--- config.mk ---
export PLATFORM = sky130hd
export DESIGN_NAME = tinyalu_param
export DESIGN_NICKNAME = d
export VERILOG_FILES = /design/src/rtl/tinyalu_param_pkg.sv /design/src/rtl/tinyalu_param_mul.sv /design/src/rtl/tinyalu_param.sv
export SDC_FILE = /design/constraint.sdc
export NUM_CORES = 1
export LEC_CHECK = 0
export ABC_AREA = 1
export BUFFER_PORTS_ARGS = -buffer_cell sky130_fd_sc_hd__buf_4
export CORE_MARGIN = 3
export CORE_UTILIZATION = 55
export DETAILED_ROUTE_END_ITERATION = 12
export PLACE_DENSITY = 0.76
export SKIP_LAST_GASP = 1
export SYNTH_ARGS = -nofsm -noshare
export SYNTH_HDL_FRONTEND = slang
export SYNTH_SLANG_ARGS = --single-unit
--- constraint.sdc ---
create_clock -name clk -period 2.9 [get_ports clk]
set_input_delay 0.145 -clock clk [delete_from_list [all_inputs] [get_ports clk]]
set_output_delay 0.145 -clock clk [all_outputs]
set_load 0.05 [all_outputs]
--- src/rtl/tinyalu_param_pkg.sv ---
`default_nettype none
// ============================================================================
// Module      : tinyalu_param_pkg
// Description : Shared op/state encodings and parameter limits for tinyalu_param.
// Revision    : 1.0 - initial release
// ============================================================================
package tinyalu_param_pkg;

   localparam int C_W_MIN   = 2;
   localparam int C_W_MAX   = 32;
   localparam int C_LAT_MIN = 1;
   localparam int C_LAT_MAX = 8;

   typedef enum logic [2:0] {
      OP_NOP = 3'b000,
      OP_ADD = 3'b001,
      OP_AND = 3'b010,
      OP_XOR = 3'b011,
      OP_MUL = 3'b100
   } op_e;

   typedef enum logic [1:0] {
      IDLE   = 2'd0,
      SINGLE = 2'd1,
      MULT   = 2'd2
   } state_e;

   function automatic logic is_illegal_op(input logic [2:0] op);
      return (op > OP_MUL);
   endfunction

endpackage
`default_nettype wire

--- src/rtl/tinyalu_param_mul.sv ---
`default_nettype none
// ============================================================================
// Module      : tinyalu_param_mul
// Description : Pipelined unsigned multiplier; full 2W-bit product is visible
//               on 'product' MUL_LAT cycles after the load edge.
// Revision    : 1.0 - initial release
// ============================================================================
module tinyalu_param_mul #(
   parameter int W       = 8,
   parameter int MUL_LAT = 3
) (
   input  logic           clk,
   input  logic           reset,
   input  logic           load,
   input  logic [W-1:0]   a,
   input  logic [W-1:0]   b,
   output logic [2*W-1:0] product
);

   logic [2*W-1:0] r_pipe [MUL_LAT];
   logic [2*W-1:0] w_a_ext;
   logic [2*W-1:0] w_b_ext;

   assign w_a_ext = {{W{1'b0}}, a};
   assign w_b_ext = {{W{1'b0}}, b};

   // Stage 0 captures on load only; later stages just delay it.
   always_ff @(posedge clk or posedge reset) begin
      if (reset) begin
         for (int i = 0; i < MUL_LAT; i++) r_pipe[i] <= '0;
      end else begin
         if (load) r_pipe[0] <= w_a_ext * w_b_ext;
         for (int i = 1; i < MUL_LAT; i++) r_pipe[i] <= r_pipe[i-1];
      end
   end

   assign product = r_pipe[MUL_LAT-1];

endmodule
`default_nettype wire

--- src/rtl/tinyalu_param.sv ---
`default_nettype none
// ============================================================================
// Module      : tinyalu_param
// Description : Small multi-cycle ALU (add/and/xor 1 cycle, mul MUL_LAT cycles).
//               Define TINYALU_PARAM_ERR_EN to add the 'err' illegal-op port.
// Revision    : 1.0 - initial release
// ============================================================================
module tinyalu_param
   import tinyalu_param_pkg::*;
#(
   parameter int W       = 8,
   parameter int MUL_LAT = 3
) (
   input  logic           clk,
   input  logic           reset,
   input  logic           start,
   input  logic [2:0]     op,
   input  logic [W-1:0]   A,
   input  logic [W-1:0]   B,
   output logic           done,
   output logic           busy,
   output logic [2*W-1:0] result
`ifdef TINYALU_PARAM_ERR_EN
   ,
   output logic           err
`endif
);

   localparam int C_CNT_W = (MUL_LAT > 1) ? $clog2(MUL_LAT) : 1;
   localparam logic [C_CNT_W-1:0] C_CNT_INIT = C_CNT_W'(MUL_LAT - 1);
   localparam logic [C_CNT_W-1:0] C_CNT_ONE  = C_CNT_W'(1);

   if (W < C_W_MIN || W > C_W_MAX) begin : g_bad_w
      $fatal(1, "tinyalu_param: W=%0d outside legal range 2..32", W);
   end
   if (MUL_LAT < C_LAT_MIN || MUL_LAT > C_LAT_MAX) begin : g_bad_lat
      $fatal(1, "tinyalu_param: MUL_LAT=%0d outside legal range 1..8", MUL_LAT);
   end

   state_e               r_state;
   state_e               w_state_nxt;
   logic [2:0]           r_op;
   logic [W-1:0]         r_a;
   logic [W-1:0]         r_b;
   logic [C_CNT_W-1:0]   r_cnt;
   logic [2*W-1:0]       r_result;
   logic [2*W-1:0]       w_new;
   logic [2*W-1:0]       w_product;
   logic [W:0]           w_sum;
   logic                 w_accept;
   logic                 w_mul_load;

   assign w_accept   = (r_state == IDLE) && start;
   assign w_mul_load = w_accept && (op == OP_MUL);

   tinyalu_param_mul #(
      .W       (W),
      .MUL_LAT (MUL_LAT)
   ) u_mul (
      .clk     (clk),
      .reset   (reset),
      .load    (w_mul_load),
      .a       (A),
      .b       (B),
      .product (w_product)
   );

   always_ff @(posedge clk or posedge reset) begin
      if (reset) begin
         r_state  <= IDLE;
         r_op     <= OP_NOP;
         r_a      <= '0;
         r_b      <= '0;
         r_cnt    <= '0;
         r_result <= '0;
      end else begin
         r_state <= w_state_nxt;
         if (w_accept) begin
            r_op <= op;
            r_a  <= A;
            r_b  <= B;
         end
         if (w_mul_load) begin
            r_cnt <= C_CNT_INIT;
         end else if (r_state == MULT && r_cnt != '0) begin
            r_cnt <= r_cnt - C_CNT_ONE;
         end
         if (done) r_result <= w_new;
      end
   end

   always_comb begin
      w_state_nxt = r_state;
      case (r_state)
         IDLE: begin
            if (start) begin
               case (op)
                  OP_ADD, OP_AND, OP_XOR: w_state_nxt = SINGLE;
                  OP_MUL:                 w_state_nxt = MULT;
                  default: begin
`ifdef TINYALU_PARAM_ERR_EN
                     if (is_illegal_op(op)) w_state_nxt = SINGLE;
`endif
                  end
               endcase
            end
         end
         SINGLE:  w_state_nxt = IDLE;
         MULT:    if (r_cnt == '0) w_state_nxt = IDLE;
         default: w_state_nxt = IDLE;
      endcase
   end

   assign w_sum = {1'b0, r_a} + {1'b0, r_b};

   // Illegal ops fall through to the held result so it stays unchanged.
   always_comb begin
      w_new = r_result;
      case (r_op)
         OP_ADD:  w_new = {{(W-1){1'b0}}, w_sum};
         OP_AND:  w_new = {{W{1'b0}}, r_a & r_b};
         OP_XOR:  w_new = {{W{1'b0}}, r_a ^ r_b};
         OP_MUL:  w_new = w_product;
         default: w_new = r_result;
      endcase
   end

   assign busy   = (r_state != IDLE);
   assign done   = (r_state == SINGLE) || (r_state == MULT && r_cnt == '0);
   assign result = done ? w_new : r_result;

`ifdef TINYALU_PARAM_ERR_EN
   assign err = (r_state == SINGLE) && is_illegal_op(r_op);
`endif

endmodule
`default_nettype wire

== Yosys cells after proc, flatten, opt, wreduce, memory -nomap -nowiden ==
Index checks and enable logic that the tools add are counted.

* Multiply operators: 1
* Mux-type cells: 8
* Reduce and logical (&&, ||, !) cells: 12
* Equality and inequality tests: 13
* Bitwise logic cells: 2
* Add/subtract/negate cells: 2

{| class="wikitable"
|+ Operators with widths
! operator !! number
|-
| one-hot mux 16 bit (4 select lines) || 1
|-
| multiplier 8 x 8 -> 16 bit || 1
|-
| two-way mux 16 bit || 1
|-
| equality test 3 x 2 -> 1 bit, second input constant || 4
|-
| adder 8 x 8 -> 9 bit || 1
|-
| AND 8 bit || 1
|-
| two-way mux 2 bit || 4
|-
| one-hot mux 2 bit (2 select lines) || 2
|-
| XOR 8 bit || 1
|-
| equality test 3 x 1 -> 1 bit, second input constant || 2
|-
| equality test 3 bit, second input constant || 2
|-
| nonzero test 2 bit || 3
|-
| logical AND 1 bit || 4
|-
| logical NOT 2 bit || 2
|-
| != test 2 bit, second input constant || 2
|-
| != test 3 x 1 -> 1 bit, second input constant || 1
|-
| AND reduction 3 bit || 1
|-
| OR reduction 3 bit || 1
|-
| equality test 2 x 1 -> 1 bit, second input constant || 1
|-
| equality test 2 bit, second input constant || 1
|-
| subtractor 2 x 1 -> 2 bit, second input constant || 1
|-
| logical OR 1 bit || 1
|}

* Logic and storage cells: 47
* Flip-flop bits (word level): 87
* Output and inout bits: 18

== Logic depth before layout (Yosys ltp) ==
* Word-level depth: 5
* Depth in mapped cells: 21

== Modules after synthesis ==
A second synthesis with hierarchy kept.

* Cell total of the unflattened synthesis: 767
* Area, all modules: 6060.8 µm²

{| class="wikitable"
|+ By module, submodules not included
! module !! cells an instance !! sequential area each (µm²) !! times used !! area an instance (µm²)
|-
| tinyalu_param_mul || 483 || 1201.2 || 1 || 3906.2
|-
| tinyalu_param || 284 || 975.9 || 1 || 2154.6
|}

== Least setup slack after synthesis ==
Ideal clock, no wire load.

* Path kind: input port to flip-flop
* Start point: input B[7]
* End point: register u_mul.r_pipe[41] (netlist bit)
* Setup slack: -0.874 ns
* Path buffers: 1
* Data required time: 2.783 ns
* Stages on the path: 17
* Arrival: 3.657 ns
* Path through: clkbuf_1 -> nand2_1 -> fa_1 -> fa_1 -> inv_1 -> fa_1 -> inv_1 -> fa_1 -> inv_1 -> ha_1 -> nand2_1 -> inv_1 -> nand2_1 -> nand2_1 -> or2_2 -> nand3_1 -> nand2_1

* Word-level cells in the longest chain between the ends: 1

{| class="wikitable"
|+ Ends and longest elaborated chain
! item !! line !! text
|-
| start: declaration || tinyalu_param.sv:19 || <nowiki>input logic [W-1:0] B,</nowiki>
|-
| multiplier 8 x 8 -> 16 bit || tinyalu_param_mul.sv:32 || <nowiki>if (load) r_pipe[0] <= w_a_ext * w_b_ext;</nowiki>
|-
| end: declaration || tinyalu_param_mul.sv:20 || <nowiki>logic [2*W-1:0] r_pipe [MUL_LAT];</nowiki>
|}

Every way passes these cells.
A chain may end at the register's enable or synchronous reset.

== Worst setup path in the final report ==
* Start point: input B[2]
* End point: register u_mul.r_pipe[47] (netlist bit)

Same word-level chain as after synthesis.

==> metrics.txt <==
Final Hold Vio Count=0; worst vdd ir=0.643 mV; total wire length=13.6 mm; P_int=0.00393 W; slew margin rel.=0.354; max-slew violations=0; met3 wire len=444 um; Post-synth EDFFs=0; Area contributors post-synth=dfrtp_1 (37%), nand2_1 (16%), fa_1 (12%), inv_1 (9.9%), ha_1 (9.5%); yosys warns=0; TritonRoute pass-1 iters=4; hold_sp=op[1]; vias in the first global route=4874; Met1 Routed Length=5.48 mm; Routed Antenna Nets=0; status=finished, violations left; setup TNS=-1.39 ns; Die Y=110 um; initial antenna violation count=0; Vias/cell=5.03; H-tree levels=3; Root Driver=clkbuf_8; synthesized net count=843; vias=4769; highest metal used=met4; share of synthesized registers carrying an async set or reset=1.00; clock-pin slew on the worst setup and hold paths=0.09 ns; GRT overflow=0; CP Cell Sequence=buf_4 -> nand2_1 -> inv_1 -> fa_1 -> fa_1 -> fa_1 -> inv_1 -> fa_1 -> inv_2 -> ha_4 -> nand2_4 -> nor2_4 -> and2_4 -> nand2_4 -> nand3_2 -> nand2_2 -> nand3_2 -> nand2_1; CTS buffer count=9; slew at the pin closest to its max-slew limit=0.968 ns; Routed wire per std cell=14.4 um; die span in x=110 um; Layout area overhead=25.2%; Worst Path Arrival=3.39 ns; RSZ-0062 raised after global routing=yes; reg2reg setup slack=0.98 ns; dominant cell by count in the synthesized netlist=nand2_1; switching share of power=0.446; Ant. Diodes=0; HPWL Detailed=10.4 mm; failing checks=setup timing; Reg2Reg Capture Point=u_mul.r_pipe[44]; final setup margin=-0.224 ns; Die ar.=12100 sq um; hold_ws=0.0360 ns; Initial Utilization=0.570; Tcrit/Tclk final=1.08; Hold Crit Class=in -> reg; TritonCTS clock tree=yes; Syn Area/Cell=8.03 sq um; final-layout fill cell count=794; Worst Skew=0.00945 ns; GR Util All Layers=0.246; Core ar.=10400 sq um; PD cells=955 nW/um^2; CP Max Fanout=6; Gate Count Post-Synth=739; Leakage=4.27 nW; largest net degree at the start of global routing=57; CP max stage delay=0.56 ns; Synth area leader=dfrtp_1; Flop pwr share=0.274; NetSw=0.00317 W; initial DRC count=285; FF-to-FF path depth=9; reg2reg start=r_state[1]; clock share of power=0.142; sequential area share after synthesis=0.367; top_reg_cell synth=dfrtp_1; hold endpoint=r_op[1]; WS Path Type=in -> reg; clk_lat worst skew=0.36 ns; CTS Buffer Depth=2; first-pass GRT wire length=22.9 mm; Placer Congestion=0.858; crit path capture type=flop; Synth Cell Area=5930 sq um; IO Port Bufs=39; startpoint types=input port; CTS sink count=87; Site Rows=37; synth unique cells=31; max cap viols=0; CP most frequent cell=fa_1; top-area cell type share of the netlist area=0.367; layout cells sized above 1=0.268; final setup vio count=9; Crit. Startpoint=B[2]; Post-route DRC=0; Ports=40; WP data required=3.16 ns; WL met2=7.26 mm; most frequent cells after synthesis=nand2_1 (251), inv_1 (156), dfrtp_1 (87); f_max=0.320 GHz; NumNets Final=913; clock period minus worst slack=3.12 ns; hold path depth=3; Crit-path slowest cell=fa_1; count of state elements after synthesis=87; Comb power frac=0.584
[kinds of logic (layout without fill, tap and decap cells)]
group / after synthesis / count (layout) / synth area share
DFF: 87 / 87 / 0.367
AOI/OAI and AO/OA: 46 / 46 / 0.0502
xor gates and xnor gates: 7 / 7 / 0.0103
and+or+nand+nor: 328 / 328 / 0.228
adders and majority gates: 82 / 82 / 0.220
buffers and inverters: 189 / 263 / 0.124
[power by group through the flow]
stage          Sequential, W  Clock, W  Combinational [W]
6_report             0.00194   0.00101            0.00414
5_1_grt              0.00200   0.00108            0.00461
4_1_cts              0.00194   0.00103            0.00389
3_5_place_dp         0.00196         0            0.00353
3_3_place_gp         0.00194         0            0.00347
2_1_floorplan        0.00189         0            0.00263
[critical path, delay by kind of cell]
family	cells	cell delay, ns
fa+ha+maj	5	2.25
simple gates	9	0.69
buf+inv	4	0.29
[flip-flops by register name (all words and copies together), names as in the netlist]
name,cells
r_cnt,2
r_state,2
u_mul.r_pipe,32
u_mul.product,16
r_b,8
r_result,16
r_a,8
r_op,3
[final cells by class]
class	instances	area [sq um]	area share
repair buffers	84	732	0.0985
inverters	164	617	0.0830
multi-input cells	463	3490	0.470
well taps	136	170	0.0229
clock inverters	6	119	0.0160
clock buffers	9	124	0.0167
flip-flops and latches	87	2180	0.293
[routing by layer]
layer	global-route usage	vias to the layer above
met5	0	-
met4	0.0926	0
met3	0.0323	33
met2	0.443	91
met1	0.298	2293
li1	-	2352
[metrics by stage]
step	std cells	setup WS [ns]	cell area [sq um]	util	power, W
final	949	-0.224	7430	0.713	0.00710
after detailed placement	927	-0.674	6700	0.643	0.00549
after global routing	949	-0.368	7430	0.713	0.00768
after CTS	948	-0.190	7210	0.692	0.00686
after global placement	927	-0.647	6700	0.643	0.00541
after floorplan	739	-0.434	6240	-	0.00452
[cell usage in the layout, fill, tap and decap left out, types with 3 or more instances in the layout]
cell       instances
a21oi_1           15
a32o_1             7
buf_4             67
buf_6              7
buf_8              6
bufinv_16          3
clkbuf_8           9
dfrtp_1           87
fa_1              33
fa_2               4
ha_1              34
ha_4              11
inv_1            135
inv_2             28
nand2_1          211
nand2_2           30
nand2_4           14
nand3_1           15
nand3_2           14
nand3_4            4
nand4_1            8
nor2_1            19
nor2_4             5
o211ai_1           5
o21ai_0           10
o21ai_1            5
[worst max path at each step]
stage                                   to
after floorplan           u_mul.r_pipe[47]
after global placement    u_mul.r_pipe[44]
after detailed placement  u_mul.r_pipe[44]
after CTS                 u_mul.r_pipe[47]
after global routing      u_mul.r_pipe[42]
final                     u_mul.r_pipe[47]
[repair_timing]
| action | in CTS | in global routing |
|---|---|---|
| setup buffers | 4 | 1 |
| endpoints found under the hold margin | 55 | 0 |
| pin swaps | 40 | 31 |
| gates resized for setup | 58 | 59 |
| endpoints found under the setup margin | 9 | 11 |
| hold buffers | 2 | 0 |
Note: power is estimated with default switching activity, not from simulation.
